--- src/rtl/mod_38_down_counter_if.sv ---
// Load/count interface shared by the mod-38 counter family.
// The master drives the preset, load strobe and enable; the slave (counter)
// returns the registered count and status flags.
interface mod_38_down_counter_if #(
  parameter int WIDTH = 6
);
  logic [WIDTH-1:0] data;
  logic             load;
  logic             en;
  logic [WIDTH-1:0] dout;
  logic             tc;
  logic             busy;
  logic             load_err;

  modport master (
    output data, load, en,
    input  dout, tc, busy, load_err
  );

  modport slave (
    input  data, load, en,
    output dout, tc, busy, load_err
  );
endinterface

--- src/rtl/mod_38_down_counter.sv ---
// Loadable modulo-MOD down counter with terminal-count pulse.
// Counts from a loaded preset toward zero; on the step below zero it wraps
// to MOD-1 and pulses tc for one cycle. Out-of-range presets load MOD-1 and
// set the sticky load_err flag.
// Build option: define ONE_SHOT_EN to stop at zero (tc pulse, return to IDLE)
// instead of wrapping; a new load is then required to restart.
module mod_38_down_counter #(
  parameter int MOD   = 38,
  parameter int WIDTH = 6
) (
  input  logic                 clk,
  input  logic                 rst,
  mod_38_down_counter_if.slave bus
);

  typedef enum logic [1:0] {
    IDLE  = 2'b00,
    COUNT = 2'b01,
    PAUSE = 2'b10
  } state_t;

  localparam logic [WIDTH-1:0] MAX_CNT = WIDTH'(MOD - 1);
  // One extra bit so the range check still works when MOD == 2**WIDTH.
  localparam logic [WIDTH:0]   MOD_EXT = (WIDTH + 1)'(MOD);

  state_t           state_q, state_nxt;
  logic [WIDTH-1:0] dout_q, dout_nxt;
  logic             tc_q, tc_nxt;
  logic             busy_q, busy_nxt;
  logic             err_q, err_nxt;

  // Next-state and next-output logic: load beats counting; en only matters
  // once the counter has been loaded (COUNT or PAUSE).
  always_comb begin
    // NOTE: every signal gets a default first so no path leaves one
    // unassigned; otherwise synthesis infers a latch.
    state_nxt = state_q;
    dout_nxt  = dout_q;
    tc_nxt    = 1'b0;
    err_nxt   = err_q;

    if (bus.load) begin
      state_nxt = COUNT;
      if ({1'b0, bus.data} < MOD_EXT) begin
        dout_nxt = bus.data;
        err_nxt  = 1'b0;
      end else begin
        dout_nxt = MAX_CNT;
        err_nxt  = 1'b1;
      end
    end else begin
      case (state_q)
        IDLE: begin
          // Hold until a load arrives; en has no effect here.
        end
        COUNT, PAUSE: begin
          if (bus.en) begin
            state_nxt = COUNT;
            if (dout_q == '0) begin
              tc_nxt = 1'b1;
`ifdef ONE_SHOT_EN
              // Stop at zero; dout keeps its 0 and the counter goes idle.
              state_nxt = IDLE;
`else
              dout_nxt  = MAX_CNT;
`endif
            end else begin
              dout_nxt = dout_q - 1'b1;
            end
          end else begin
            state_nxt = PAUSE;
          end
        end
        default: begin
          // Unused fourth encoding: recover to IDLE with the count held.
          state_nxt = IDLE;
        end
      endcase
    end

    busy_nxt = (state_nxt == COUNT) || (state_nxt == PAUSE);
  end

  // State and output registers with synchronous reset.
  always_ff @(posedge clk) begin
    // NOTE: sequential state uses non-blocking assignments so every register
    // samples the pre-edge values regardless of statement order.
    if (rst) begin
      state_q <= IDLE;
      dout_q  <= '0;
      tc_q    <= 1'b0;
      busy_q  <= 1'b0;
      err_q   <= 1'b0;
    end else begin
      state_q <= state_nxt;
      dout_q  <= dout_nxt;
      tc_q    <= tc_nxt;
      busy_q  <= busy_nxt;
      err_q   <= err_nxt;
    end
  end

  assign bus.dout     = dout_q;
  assign bus.tc       = tc_q;
  assign bus.busy     = busy_q;
  assign bus.load_err = err_q;

endmodule

--- src/flat_wrapper.sv ---
// flat-port wrapper written by rule: the top's interface ports become plain ports
module mod_38_down_counter_flat 
#(
  parameter int MOD   = 38,
  parameter int WIDTH = 6
)
  (clk, rst, bus_data, bus_load, bus_en, bus_dout, bus_tc, bus_busy, bus_load_err);
  mod_38_down_counter_if #(.WIDTH(WIDTH)) bus_i ();
  input  logic clk;
  input  logic rst;
  input wire logic [$bits(bus_i.data)-1:0] bus_data;
  input wire logic [$bits(bus_i.load)-1:0] bus_load;
  input wire logic [$bits(bus_i.en)-1:0] bus_en;
  output wire logic [$bits(bus_i.dout)-1:0] bus_dout;
  output wire logic [$bits(bus_i.tc)-1:0] bus_tc;
  output wire logic [$bits(bus_i.busy)-1:0] bus_busy;
  output wire logic [$bits(bus_i.load_err)-1:0] bus_load_err;
  assign bus_i.data = bus_data;
  assign bus_i.load = bus_load;
  assign bus_i.en = bus_en;
  assign bus_dout = bus_i.dout;
  assign bus_tc = bus_i.tc;
  assign bus_busy = bus_i.busy;
  assign bus_load_err = bus_i.load_err;
  mod_38_down_counter #(.MOD(MOD), .WIDTH(WIDTH)) u_core (.clk(clk), .rst(rst), .bus(bus_i));
endmodule
--- config.mk ---
export PLATFORM = sky130hd
export DESIGN_NAME = mod_38_down_counter_flat
export DESIGN_NICKNAME = d
export VERILOG_FILES = /design/src/rtl/mod_38_down_counter_if.sv /design/src/rtl/mod_38_down_counter.sv /design/src/flat_wrapper.sv
export SDC_FILE = /design/constraint.sdc
export NUM_CORES = 1
export LEC_CHECK = 0
export CAP_MARGIN = 15
export CORE_AREA = 2 2 46 48
export DETAILED_ROUTE_END_ITERATION = 8
export DIE_AREA = 0 0 48 50
export GPL_TIMING_DRIVEN = 0
export PLACE_DENSITY = 0.68
export SYNTH_ARGS = -nofsm -noshare
export SYNTH_HDL_FRONTEND = slang
export SYNTH_SLANG_ARGS = --single-unit
--- constraint.sdc ---
create_clock -name clk -period 3.2 [get_ports clk]
set_input_delay 0.32 -clock clk [delete_from_list [all_inputs] [get_ports clk]]
set_output_delay 0.32 -clock clk [all_outputs]
set_load 0.05 [all_outputs]
==> results.tsv <==
metric	value	unit
cts_tree	built	
grt_pass1_wl	2.77	mm
initial_core_util	37.8	%
path_class	flip-flop to output port	
combPwrFrac	36.3	%
dieHeight	50	um
crit_path_start_kind	flip-flop	
cp_cell_sequence	clkdlybuf4s50_1	
setup_viol	0	
antenna_found_initial	0	
ys.flop_type	dfxtp_1	
seqPwrFrac	40.0	%
synthToLayoutAreaGrowth	33.4	%
postCtsSetupRepairBufs	0	
hold_buffers	0	
core-area	1900	um2
dr_total_vias	704	
slowest_delay	860	ps
cts_buffers	3	
cts.htree.levels	1	
die_area	2400	um2
status	completed	
intPower	0.000258	W
endpoint_kind	output port	
maxCapViolations	0	
cts_resized	0	
yosysUniqueCellTypes	42	
rows	16	
dieWidth	48	um
fmax	0.518	GHz
rr_startpoint	u_core.state_q[0]	
grt_max_degree	11	
drive_gt1_share	12.7	%
overflow	0	
worst_pin_slew	505	ps
io_pins	19	
synth_common_cells	11 x dfxtp_1, 7 x a21oi_1, 7 x inv_1	
clock_sinks	11	
globalplace.congestion	0.837	
power.clock.fraction	23.6	%
dr_wl_met2	829	um
syn_nets	94	
final_nets	117	
rsz0062_at_grt	no	
worstHoldStart	u_core.bus.load_err	
cp_top_family	buffers and inverters	
synth-seq-cells	11	
slew_viol_final	0	
wirelength_met1	764	um
min_path_cells	2	
r2r_slack	1510	ps
clock_path_buffers	2	
syn-cell-area	718	um2
top_layer_used	met4	
switching_share	36.1	%
postSynthAreaPerCell	8.98	um2
grt_usage	16.6	%
skew	2.98	ps
fin_crit_sh	60.3	%
fin_tns_setup	0	ps
dpl.hpwl	1.33	mm
ys_top_cells_by_area	dfxtp_1 31%, ha_1 7.0%, a21oi_1 4.9%	
first_pass_iters	4	
syn_inst	80	
antenna_cells	0	
synth_edf_count	0	
grt_pass1_vias	645	
clock_latency	270	ps
ys_warn_count	0	
crit_arrival	1610	ps
drc	0	
final_design_area_no_fill	958	um2
nFillCells	188	
drt_iter0_markers	18	
yosys.area.top_type	dfxtp_1	
power.leakage	0.356	nW
r2r-end	u_core.bus.dout[4]	
cp_num_buf_inv	1	
cp.depth	1	
ys_seq_area_share	30.7	%
numPortBuffers	18	
slew_headroom	66.2	%
cp.required	2880	ps
clk_pin_slew	70	ps
synth-async-reset-ratio	0	%
cp_slowest_cell	clkdlybuf4s50_1	
worstHoldEndpoint	u_core.bus.load_err	
root_buffer	clkbuf_4	
r2r_cells	5	
drt-total-wl	1.73	mm
crit_start	u_core.bus.dout[2]	
hold_viol	0	
ant_nets	0	
synth.most_common_cell	dfxtp_1	
placed_cell_area	932	um2
p_per_area	422	nW/um2
yosys.area.top_type_share	30.7	%
p_sw	0.000146	W
ir_drop	261	uV
wl_per_cell	13.4	um
crit_fanout	7	
hp-class	flip-flop to flip-flop	
routed-wl-met3	90	um
viasPerCell	5.46	
min_period	1930	ps
-- power by group through the flow --
stage	Sequential [W]	Combinational, W	Clock [W]
after global routing	0.000164	0.000159	0.000109
after detailed placement	0.000165	0.000146	0
final	0.000162	0.000147	0.0000956
after floorplan	0.000196	0.0000662	0
after global placement	0.000165	0.000144	0
after CTS	0.000162	0.000147	0.0000991
-- per-layer routing --
metal / GRT usage (%) / vias to the layer above
li1: - / 353
met1: 18.9 / 325
met2: 26.2 / 21
met3: 4.76 / 5
met4: 9.46 / 0
met5: 0 / -
-- metrics by stage --
stage	cells	total power (W)	hold slack (ps)	util (%)	setup slack [ps]
after floorplan	80	0.000262	483	-	1420
after global placement	125	0.000309	467	49.0	1400
after detailed placement	125	0.000311	497	49.0	1400
after CTS	129	0.000408	506	50.4	1260
after global routing	129	0.000431	521	50.4	1210
final	129	0.000404	497	50.4	1270
-- flip-flops by register name, summed over array words and instances, names as in the netlist --
register	cells
u_core.bus.busy	1
u_core.state_q	2
u_core.bus.dout	6
u_core.bus.load_err	1
u_core.bus.tc	1
-- placed cells by master, fill, tap and decap left out, types with 2 or more instances in the layout --
master / Yosys / routed
ha_1: 4 / 4
a21oi_1: 7 / 7
inv_1: 7 / 7
dfxtp_1: 11 / 11
a2111oi_0: 2 / 2
clkbuf_1: 1 / 2
clkbuf_4: 0 / 3
nor3_1: 2 / 2
nor2_1: 6 / 6
nor2b_1: 2 / 2
nand2b_1: 2 / 2
nand2_1: 2 / 2
clkdlybuf4s50_1: 0 / 18
o21ai_0: 2 / 2
a211o_1: 3 / 3
-- cells by family (layout without fill, tap and decap cells) --
kind of cell	Yosys count	after routing	share of synthesized area, %
buffers and inverters	10	32	6.45
muxes	1	1	1.57
and+or+nand+nor	24	24	21.6
adders and majority gates	4	4	6.97
DFF	11	11	30.7
xor gates and xnor gates	2	2	2.44
AOI/OAI and AO/OA	28	28	30.3
-- how the worst max path moves through the flow --
stage | endpoint | slack [ps]
floorplan | u_core.bus.dout[2] | 1420
global placement | u_core.bus.dout[2] | 1400
detailed placement | u_core.bus.dout[2] | 1400
CTS | bus_dout[2] | 1260
global route | bus_dout[2] | 1210
finish | bus_dout[2] | 1270
-- final cells by class --
class / instances / area (um2) / area share [%]
repair buffers: 18 / 180 / 18.8
plain buffers: 3 / 20.0 / 2.09
multi-input cells: 59 / 452 / 47.1
inverters: 7 / 26.3 / 2.74
well taps: 27 / 33.8 / 3.52
clock buffers: 4 / 26.3 / 2.74
flip-flops and latches: 11 / 220 / 23.0
Power figures use the tool's default switching activity.
